==> src/rtl/branch_predict_unit_if.sv <==
// Fetch/execute bundle between the pipeline and the branch predict unit.
interface branch_predict_unit_if #(
   parameter int unsigned WIDTH = 32,
   parameter int unsigned IMM_W = 16
) ();
   // fetch side
   logic             if_valid;
   logic             if_is_branch;
   logic [WIDTH-1:0] if_pc;
   logic [IMM_W-1:0] if_imm;
   logic             pred_taken;
   logic [WIDTH-1:0] pred_pc;
   // execute side
   logic             ex_valid;
   logic             ex_branch;
   logic             ex_bne;
   logic             ex_zero;
   logic [WIDTH-1:0] ex_pc;
   logic [IMM_W-1:0] ex_imm;
   logic             ex_pred_taken;
   logic             redirect;
   logic [WIDTH-1:0] redirect_pc;
   logic             pc_src;
   logic [31:0]      branch_cnt;
   logic [31:0]      mispred_cnt;

   // pipeline side
   modport master (
      output if_valid, if_is_branch, if_pc, if_imm,
      output ex_valid, ex_branch, ex_bne, ex_zero, ex_pc, ex_imm, ex_pred_taken,
      input  pred_taken, pred_pc, redirect, redirect_pc, pc_src, branch_cnt, mispred_cnt
   );

   // predictor side
   modport slave (
      input  if_valid, if_is_branch, if_pc, if_imm,
      input  ex_valid, ex_branch, ex_bne, ex_zero, ex_pc, ex_imm, ex_pred_taken,
      output pred_taken, pred_pc, redirect, redirect_pc, pc_src, branch_cnt, mispred_cnt
   );
endinterface

==> src/rtl/branch_predict_unit.sv <==
// Bimodal branch predictor: 2-bit counter table read at fetch, trained at execute,
// with a registered redirect on mispredict and branch/mispredict statistics.
module branch_predict_unit #(
   parameter int unsigned WIDTH     = 32,
   parameter int unsigned IMM_W     = 16,
   parameter int unsigned SHIFT     = 2,
   parameter int unsigned BHT_DEPTH = 64
) (
   input logic                   clk_i,
   input logic                   reset_i,
   branch_predict_unit_if.slave  bus_io
);
   localparam int unsigned IDX_W = $clog2(BHT_DEPTH);
   localparam logic [WIDTH-1:0] PcInc = WIDTH'(4);

   logic [1:0]       bht_q [BHT_DEPTH];

   logic [IDX_W-1:0] if_idx;
   logic [IDX_W-1:0] ex_idx;
   logic [WIDTH-1:0] if_off, ex_off;
   logic [WIDTH-1:0] if_target, ex_target;
   logic [WIDTH-1:0] if_fall, ex_fall;
   logic [1:0]       ex_ctr;
   logic [1:0]       ex_ctr_upd;
   logic             resolve;
   logic             actual;
   logic             mispred;

   logic             redirect_q, redirect_d;
   logic [WIDTH-1:0] redirect_pc_q, redirect_pc_d;
   logic             pc_src_q, pc_src_d;
   logic [31:0]      branch_cnt_q, branch_cnt_d;
   logic [31:0]      mispred_cnt_q, mispred_cnt_d;

   // Address arithmetic for both slots: sign-extended, scaled offset; wraps mod 2^WIDTH.
   always_comb begin
      if_idx    = bus_io.if_pc[IDX_W+1:2];
      ex_idx    = bus_io.ex_pc[IDX_W+1:2];
      if_off    = {{(WIDTH-IMM_W){bus_io.if_imm[IMM_W-1]}}, bus_io.if_imm} << SHIFT;
      ex_off    = {{(WIDTH-IMM_W){bus_io.ex_imm[IMM_W-1]}}, bus_io.ex_imm} << SHIFT;
      if_fall   = bus_io.if_pc + PcInc;
      ex_fall   = bus_io.ex_pc + PcInc;
      if_target = if_fall + if_off;
      ex_target = ex_fall + ex_off;
   end

   // Fetch prediction reads the table directly, so a same-cycle write is not bypassed.
   always_comb begin
      bus_io.pred_taken = bus_io.if_valid & bus_io.if_is_branch & bht_q[if_idx][1];
      bus_io.pred_pc    = bus_io.pred_taken ? if_target : if_fall;
   end

   // Resolve outcome and saturating counter update.
   always_comb begin
      resolve    = bus_io.ex_valid & bus_io.ex_branch;
      actual     = bus_io.ex_bne ? ~bus_io.ex_zero : bus_io.ex_zero;
      mispred    = resolve & (actual != bus_io.ex_pred_taken);
      ex_ctr     = bht_q[ex_idx];
      ex_ctr_upd = ex_ctr;
      if (actual && ex_ctr != 2'b11) begin
         ex_ctr_upd = ex_ctr + 2'b01;
      end else if (!actual && ex_ctr != 2'b00) begin
         ex_ctr_upd = ex_ctr - 2'b01;
      end
   end

   // Next-state for redirect, outcome and statistics registers.
   always_comb begin
      redirect_d    = 1'b0;
      redirect_pc_d = redirect_pc_q;
      pc_src_d      = pc_src_q;
      branch_cnt_d  = branch_cnt_q;
      mispred_cnt_d = mispred_cnt_q;
      if (resolve) begin
         pc_src_d     = actual;
         branch_cnt_d = branch_cnt_q + 32'd1;
         if (mispred) begin
            redirect_d    = 1'b1;
            redirect_pc_d = actual ? ex_target : ex_fall;
            mispred_cnt_d = mispred_cnt_q + 32'd1;
         end
      end
   end

   // Table training; reset returns every entry to weak not-taken.
   always_ff @(posedge clk_i) begin
      if (reset_i) begin
         for (int unsigned i = 0; i < BHT_DEPTH; i++) begin
            bht_q[i] <= 2'b01;
         end
      end else if (resolve) begin
         bht_q[ex_idx] <= ex_ctr_upd;
      end
   end

   // Redirect and statistics registers.
   always_ff @(posedge clk_i) begin
      if (reset_i) begin
         redirect_q    <= 1'b0;
         redirect_pc_q <= '0;
         pc_src_q      <= 1'b0;
         branch_cnt_q  <= '0;
         mispred_cnt_q <= '0;
      end else begin
         redirect_q    <= redirect_d;
         redirect_pc_q <= redirect_pc_d;
         pc_src_q      <= pc_src_d;
         branch_cnt_q  <= branch_cnt_d;
         mispred_cnt_q <= mispred_cnt_d;
      end
   end

   assign bus_io.redirect    = redirect_q;
   assign bus_io.redirect_pc = redirect_pc_q;
   assign bus_io.pc_src      = pc_src_q;
   assign bus_io.branch_cnt  = branch_cnt_q;
   assign bus_io.mispred_cnt = mispred_cnt_q;
endmodule

==> src/flat_wrapper.sv <==
// flat-port wrapper written by rule: the top's interface ports become plain ports
module branch_predict_unit_flat 
#(
   parameter int unsigned WIDTH     = 32,
   parameter int unsigned IMM_W     = 16,
   parameter int unsigned SHIFT     = 2,
   parameter int unsigned BHT_DEPTH = 64
)
  (clk_i, reset_i, bus_io_if_valid, bus_io_if_is_branch, bus_io_if_pc, bus_io_if_imm, bus_io_ex_valid, bus_io_ex_branch, bus_io_ex_bne, bus_io_ex_zero, bus_io_ex_pc, bus_io_ex_imm, bus_io_ex_pred_taken, bus_io_pred_taken, bus_io_pred_pc, bus_io_redirect, bus_io_redirect_pc, bus_io_pc_src, bus_io_branch_cnt, bus_io_mispred_cnt);
  branch_predict_unit_if #(.WIDTH(WIDTH), .IMM_W(IMM_W)) bus_io_i ();
  input logic clk_i;
  input logic reset_i;
  input wire logic [$bits(bus_io_i.if_valid)-1:0] bus_io_if_valid;
  input wire logic [$bits(bus_io_i.if_is_branch)-1:0] bus_io_if_is_branch;
  input wire logic [$bits(bus_io_i.if_pc)-1:0] bus_io_if_pc;
  input wire logic [$bits(bus_io_i.if_imm)-1:0] bus_io_if_imm;
  input wire logic [$bits(bus_io_i.ex_valid)-1:0] bus_io_ex_valid;
  input wire logic [$bits(bus_io_i.ex_branch)-1:0] bus_io_ex_branch;
  input wire logic [$bits(bus_io_i.ex_bne)-1:0] bus_io_ex_bne;
  input wire logic [$bits(bus_io_i.ex_zero)-1:0] bus_io_ex_zero;
  input wire logic [$bits(bus_io_i.ex_pc)-1:0] bus_io_ex_pc;
  input wire logic [$bits(bus_io_i.ex_imm)-1:0] bus_io_ex_imm;
  input wire logic [$bits(bus_io_i.ex_pred_taken)-1:0] bus_io_ex_pred_taken;
  output wire logic [$bits(bus_io_i.pred_taken)-1:0] bus_io_pred_taken;
  output wire logic [$bits(bus_io_i.pred_pc)-1:0] bus_io_pred_pc;
  output wire logic [$bits(bus_io_i.redirect)-1:0] bus_io_redirect;
  output wire logic [$bits(bus_io_i.redirect_pc)-1:0] bus_io_redirect_pc;
  output wire logic [$bits(bus_io_i.pc_src)-1:0] bus_io_pc_src;
  output wire logic [$bits(bus_io_i.branch_cnt)-1:0] bus_io_branch_cnt;
  output wire logic [$bits(bus_io_i.mispred_cnt)-1:0] bus_io_mispred_cnt;
  assign bus_io_i.if_valid = bus_io_if_valid;
  assign bus_io_i.if_is_branch = bus_io_if_is_branch;
  assign bus_io_i.if_pc = bus_io_if_pc;
  assign bus_io_i.if_imm = bus_io_if_imm;
  assign bus_io_i.ex_valid = bus_io_ex_valid;
  assign bus_io_i.ex_branch = bus_io_ex_branch;
  assign bus_io_i.ex_bne = bus_io_ex_bne;
  assign bus_io_i.ex_zero = bus_io_ex_zero;
  assign bus_io_i.ex_pc = bus_io_ex_pc;
  assign bus_io_i.ex_imm = bus_io_ex_imm;
  assign bus_io_i.ex_pred_taken = bus_io_ex_pred_taken;
  assign bus_io_pred_taken = bus_io_i.pred_taken;
  assign bus_io_pred_pc = bus_io_i.pred_pc;
  assign bus_io_redirect = bus_io_i.redirect;
  assign bus_io_redirect_pc = bus_io_i.redirect_pc;
  assign bus_io_pc_src = bus_io_i.pc_src;
  assign bus_io_branch_cnt = bus_io_i.branch_cnt;
  assign bus_io_mispred_cnt = bus_io_i.mispred_cnt;
  branch_predict_unit #(.WIDTH(WIDTH), .IMM_W(IMM_W), .SHIFT(SHIFT), .BHT_DEPTH(BHT_DEPTH)) u_core (.clk_i(clk_i), .reset_i(reset_i), .bus_io(bus_io_i));
endmodule
==> config.mk <==
export PLATFORM = sky130hd
export DESIGN_NAME = branch_predict_unit_flat
export DESIGN_NICKNAME = d
export VERILOG_FILES = /design/src/rtl/branch_predict_unit_if.sv /design/src/rtl/branch_predict_unit.sv /design/src/flat_wrapper.sv
export SDC_FILE = /design/constraint.sdc
export NUM_CORES = 1
export LEC_CHECK = 0
export BUFFER_PORTS_ARGS = -buffer_cell sky130_fd_sc_hd__buf_4
export CORE_ASPECT_RATIO = 1.4
export CORE_MARGIN = 3
export CORE_UTILIZATION = 50
export DETAILED_ROUTE_END_ITERATION = 12
export PLACE_DENSITY_LB_ADDON = 0.08
export RECOVER_POWER = 25
export SETUP_SLACK_MARGIN = 0.5
export SLEW_MARGIN = 10
export SYNTH_ARGS = -nofsm -noshare
export SYNTH_HDL_FRONTEND = slang
export SYNTH_SLANG_ARGS = --single-unit
==> constraint.sdc <==
create_clock -name clk_i -period 7.5 [get_ports clk_i]
set_input_delay 1.875 -clock clk_i [delete_from_list [all_inputs] [get_ports clk_i]]
set_output_delay 1.875 -clock clk_i [all_outputs]
set_load 0.1 [all_outputs]
After elaboration in Yosys (flattened, before gate mapping)

Memories as Yosys holds them, arrays and structs flattened.
Index checks and enable logic that the tools add are counted.
W data, S select, Z words.

Bitwise operators: 6
Muxes and demuxes: 14
Equality and inequality tests: 2
Reduce and logical (&&, ||, !) cells: 7
$add $sub $neg: 8

Operators by type and width:

| operator                | number |
|---|---|
| $add A32 B1 Y32 const B | 2 |
| $add A32 B3 Y32 const B | 2 |
| $add A32 B32 Y32        | 2 |
| $mux W32                | 2 |
| $mux W1                 | 8 |
| $mux W2                 | 3 |
| $mux W6                 | 1 |
| $and A1 B1 Y1           | 4 |
| $reduce_or A2 Y1        | 2 |
| $add A2 B1 Y2 const B   | 1 |
| $logic_and A1 B1 Y1     | 2 |
| $ne A2 B2 Y1 const B    | 1 |
| $not A1 Y1              | 2 |
| $reduce_and A2 Y1       | 1 |
| $reduce_bool A2 Y1      | 1 |
| $sub A2 B1 Y2 const B   | 1 |
| $logic_not A1 Y1        | 1 |
| $ne A1 B1 Y1            | 1 |

Memory bits (writable): 128
Output and inout bits: 131
Bits in registers: 98
Logic and storage cells: 43
Memories: 1

Memories:

| memory       | words | width | read ports | clocked after Yosys merged registers in | wr ports | line                      | text |
|---|---|---|---|---|---|---|---|
| u_core.bht_q | 64    | 2     | 2          | 0                                       | 64       | branch_predict_unit.sv:16 | `logic [1:0] bht_q [BHT_DEPTH];` |

Longest topological paths before layout

Depth after elaboration: 7
Mapped depth: 19
Gate-level depth less buffers: 18

Worst setup path before layout

Ideal clock, no wire load.

Path kind: input to output
Start: in bus_io_if_pc[4]
End: out bus_io_pred_pc[29]
Path buffers: 2
Arrival: 6.736 ns
Stages on the path: 18
Required time: 5.625 ns
Setup slack: -1.111 ns
Path through: clkbuf_1 > nand3_1 > nor2_1 > nand4_1 > nor2_1 > and2_1 > nand4_1 > xnor2_1 > ha_1 > clkbuf_1 > a21oi_1 > o21ai_0 > a21oi_1 > o211ai_1 > a21oi_1 > o21ai_0 > xnor2_1 > o21ai_0

Cells in the longest elaborated chain, start to end: 3
Elaborated cells on any way between the ends: 5

RTL lines:

| element                                                  | line                                                 | text |
|---|---|---|
| from (decl)                                              | flat_wrapper.sv:15                                   | `input wire logic [$bits(bus_io_i.if_pc)-1:0] bus_io_if_pc;` |
| $add A32 B3 Y32 / $mem_v2 Z64 W2 (equally long branches) | n/a                                                  |  |
| $add A32 B32 Y32 / $and A1 B1 Y1 (equally long branches) | branch_predict_unit.sv:43, branch_predict_unit.sv:49 |  |
| $mux W32 *                                               | branch_predict_unit.sv:50                            | `bus_io.pred_pc = bus_io.pred_taken ? if_target : if_fall;` |
| to (decl)                                                | flat_wrapper.sv:25                                   | `output wire logic [$bits(bus_io_i.pred_pc)-1:0] bus_io_pred_pc;` |

Every way passes the cells marked *; elsewhere a longest branch is shown, timed or not.

Worst setup path after layout

Start: in bus_io_if_pc[5]
End: out bus_io_pred_pc[28]

The elaborated chain is that of the path after synthesis.

==> flow_summary.yaml <==
yosys:
  ys_async_sr_fraction_pct: 0
  netlist.area_leader.share_pct: 24.36
  area_of_the_mapped_netlist_um2: 15780
  synthesis.nets: 1945
  synth_top_flop_cell: "sky130_fd_sc_hd__edfxtp_1"
  share_of_the_yosys_chip_area_belonging_to_registers_pct: 36.79
  post_synth_num_cell_types: 81
  yosysWarningCount: 0
  post_synthesis_cell_count: 1762
  synth_area_leaders: "sky130_fd_sc_hd__edfxtp_1 (24%), sky130_fd_sc_hd__dfxtp_1 (12%), sky130_fd_sc_hd__ha_1 (6.0%)"
  post-synth-top-area-cell: "sky130_fd_sc_hd__edfxtp_1"
  synth_edf_count: 128
  synthesis.area_per_instance_um2: 8.957
  yosys_register_bits: 226
timing:
  slew_headroom_pct: -118.5
  layout_worst_path_cycle_share_pct: 93.62
  final-setup-viol-count: 0
  setup_total_negative_slack_ps: 0
  least_margin_pin_slew_ps: 3277
  hold_violations: 0
  clock_tree_skew_after_final_layout_ps: 13.18
  period_minus_slack_ps: 7021
  finalWorstSetupSlack_ps: 478.5
  final_max_slew_viol_count: 76
  max_freq_mhz: 142.4
  rsz0062_at_grt: "yes"
hold_path:
  timing.hold.worst.class: "flip-flop to flip-flop"
  holdPathStages: 2
global_routing:
  globalRoute.totalOverflow: 0
  wire_length_of_the_first_global_routing_pass_um: 72770
  grt_pass1_vias: 14070
  grt_usage_pct: 26.43
  antenna_found_initial: 0
  maximum_number_of_pins_on_one_net_before_global_route_repair: 94
clocking:
  cts_tree: "yes"
  tritoncts.num_buffers: 23
  cts_sinks: 226
  clkTransAtPathRegs_ps: 60
  cts_max_level: 1
  clk-insertion-delay-late_ps: 530
  clk_root_buffer_cell: "sky130_fd_sc_hd__clkbuf_16"
  ctsLongestPathBuffers: 3
routing:
  detailroute.via_count: 14270
  drc: 0
  drt-pass1-iter-count: 5
  ant_nets: 0
  vias_per_cell: 6.002
  totalWireLength_um: 46520
  drt_initial_violations: 885
  avgRoutedWirePerCell_um: 19.57
die:
  fp.dieArea_um2: 33760
  initial_core_utilization_pct: 51.06
  die_x_um: 156.2
  core.rowCount: 76
  fp.coreArea_um2: 30900
  top_level_ports: 236
  die_height_um: 216.2
layout:
  area_growth_syn_to_layout_pct: 21.08
  nNetsFinal: 2153
  multiInputGateArea_um2: 9925
  antenna-diode-count: 0
  final_common_cell: "sky130_fd_sc_hd__nand2_1"
  core_occupancy_in_the_finished_layout_pct: 61.83
  fill_cells: 2752
  final_layout_size_suffix_gt1_share_pct: 19.68
  regArea_um2: 5806
  top_library_cells_by_usage_in_the_layout_fill_and_taps_aside: "sky130_fd_sc_hd__nand2_1 (200), sky130_fd_sc_hd__nor2_1 (194), sky130_fd_sc_hd__buf_4 (179), sky130_fd_sc_hd__edfxtp_1 (128), sky130_fd_sc_hd__nand3_1 (122)"
worst_setup_path:
  cp.arrival_ps: 5150
  timing.reg2reg.setup_slack_ps: 3650
  critical_path.max_fanout: 3
  startpoint_class_of_the_critical_path: "input pin"
  crit_required_ps: 5620
  worst_setup_path_end_kind: "output pin"
  setup.worst_path.class: "input pin to output pin"
  ff2ff_path_depth: 10
place:
  place_worst_setup_slack_ps: -90.34
  final_estimated_routing_congestion_in_global_placement: 0.9170
  portBuffers: 231
  dp_hpwl_um: 33540
run:
  count_of_maximum_capacitance_violations: 1
pwr:
  power-per-cell-area_nw_per_um2: 194.2
  p_leak_uw: 0.007134
  max-vdd-ir-drop_mv: 0.1489
outcome:
  failing_checks: "max-capacitance violations, max-slew violations"
  run_status: "complete, but fails checks"
## metal layers
metal  part of all wire [%]  GRT usage, %  vias to the layer above
li1                       -             -                     6795
met3                    8.2         4.974                      111
met2                     51         47.25                      588
met1                     37         31.67                     6772
met4                    3.4         8.993                        0
met5                      0             0                        -
## critical path, cell delays in order
cell	delay (ps)
sky130_fd_sc_hd__buf_8	70
sky130_fd_sc_hd__nand4_1	190
sky130_fd_sc_hd__nor2_4	180
sky130_fd_sc_hd__nand4_1	200
sky130_fd_sc_hd__inv_2	130
sky130_fd_sc_hd__and2_4	170
sky130_fd_sc_hd__xor2_4	180
sky130_fd_sc_hd__ha_4	240
sky130_fd_sc_hd__a21oi_4	170
sky130_fd_sc_hd__o21ai_2	80
sky130_fd_sc_hd__nor4b_2	260
sky130_fd_sc_hd__buf_4	170
sky130_fd_sc_hd__a211oi_4	60
sky130_fd_sc_hd__a21o_1	220
sky130_fd_sc_hd__a41oi_4	290
sky130_fd_sc_hd__o21ai_2	110
sky130_fd_sc_hd__xnor2_2	160
sky130_fd_sc_hd__mux2i_4	170
sky130_fd_sc_hd__buf_12	200
## cell type report
class                      instances  share of cell area (%)
clock buffer                      27                   3.091
clock inverter                    15                   1.139
inverter                          27                  0.5304
multi-input combinational       1402                   51.94
sequential                       226                   30.38
tap                              390                   2.554
timing repair buffer             290                   10.37
## path summary, 6_finish.rpt
| check | startpoint | to |
|---|---|---|
| worst max-delay path | bus_io_if_pc[5] | bus_io_pred_pc[28] |
| worst min-delay path | u_core.bus_io.redirect_pc[0]$_SDFFE_PP0P_ | u_core.bus_io.redirect_pc[0]$_SDFFE_PP0P_ |
| worst max register to register | u_core.bht_q[55][1]$_SDFFCE_PN0P_ | u_core.bht_q[19][0]$_SDFFCE_PN1P_ |
| worst min register to register | u_core.bus_io.redirect_pc[0]$_SDFFE_PP0P_ | u_core.bus_io.redirect_pc[0]$_SDFFE_PP0P_ |
## synth_stat cells, drive strengths merged (4+ instances only)
| cell | number |
|---|---|
| and2 | 10 |
| a221oi | 7 |
| o22ai | 6 |
| dfxtp | 98 |
| a21boi | 4 |
| nor2b | 8 |
| a22oi | 12 |
| a211oi | 23 |
| a31oi | 12 |
| and3 | 35 |
| buf | 45 |
| nand3 | 125 |
| xor2 | 78 |
| o21ai | 68 |
| clkbuf | 62 |
| edfxtp | 128 |
| o31ai | 5 |
| a311oi | 11 |
| mux2i | 18 |
| nand2b | 34 |
| xnor2 | 82 |
| o311ai | 5 |
| nand3b | 5 |
| and4 | 5 |
| nor3 | 66 |
| or3 | 18 |
| nand2 | 200 |
| mux2 | 17 |
| a211o | 4 |
| o21a | 7 |
| or2 | 13 |
| nand4 | 27 |
| inv | 27 |
| ha | 76 |
| nor2 | 202 |
| mux4 | 30 |
| o211ai | 12 |
| a21oi | 83 |
| a21o | 54 |
## kinds of logic after synthesis
family	Yosys count	share of synthesized area (%)
simple gates	760	22.60
compound gates	338	14.25
flops	226	36.79
xor+xnor	161	9.149
buf+inv	134	4.305
fa+ha+maj	78	6.279
mux	65	6.636
## report_power, final
group          switching, uW  total (uW)  internal (uW)  leakage, uW
registers               18.4        1350           1330      0.00192
clock network            507        1250            743     0.000391
logic                    752        1110            357      0.00483
total                   1280        3710           2430      0.00713
## through the flow
| stage | total power [uW] | std cells | hold WS (ps) | instance area, um2 |
|---|---|---|---|---|
| after floorplan | 2206 | 1762 | 883.8 | 15960 |
| after detailed placement | 2424 | 2308 | 450.7 | 17860 |
| after global routing | 3854 | 2377 | 468.9 | 19110 |
| after global placement | 2418 | 2308 | 447.7 | 17860 |
| after CTS | 3691 | 2360 | 458.8 | 18960 |
| final | 3711 | 2377 | 457.6 | 19110 |
## registers in the layout, indices dropped and copies added (netlist names)
| register | count |
|---|---|
| u_core.bht_q | 128 |
| u_core.bus_io.redirect_pc | 32 |
| u_core.bus_io.branch_cnt | 32 |
| u_core.bus_io.redirect | 1 |
| u_core.bus_io.mispred_cnt | 32 |
| u_core.bus_io.pc_src | 1 |
## what timing repair did
item	CTS	global route
buffers inserted	10	17
gates resized for setup	48	65
hold buffers	0	0
setup endpoints to repair	12	13
pin swaps	28	47
Note: power is estimated with default switching activity, not from simulation.
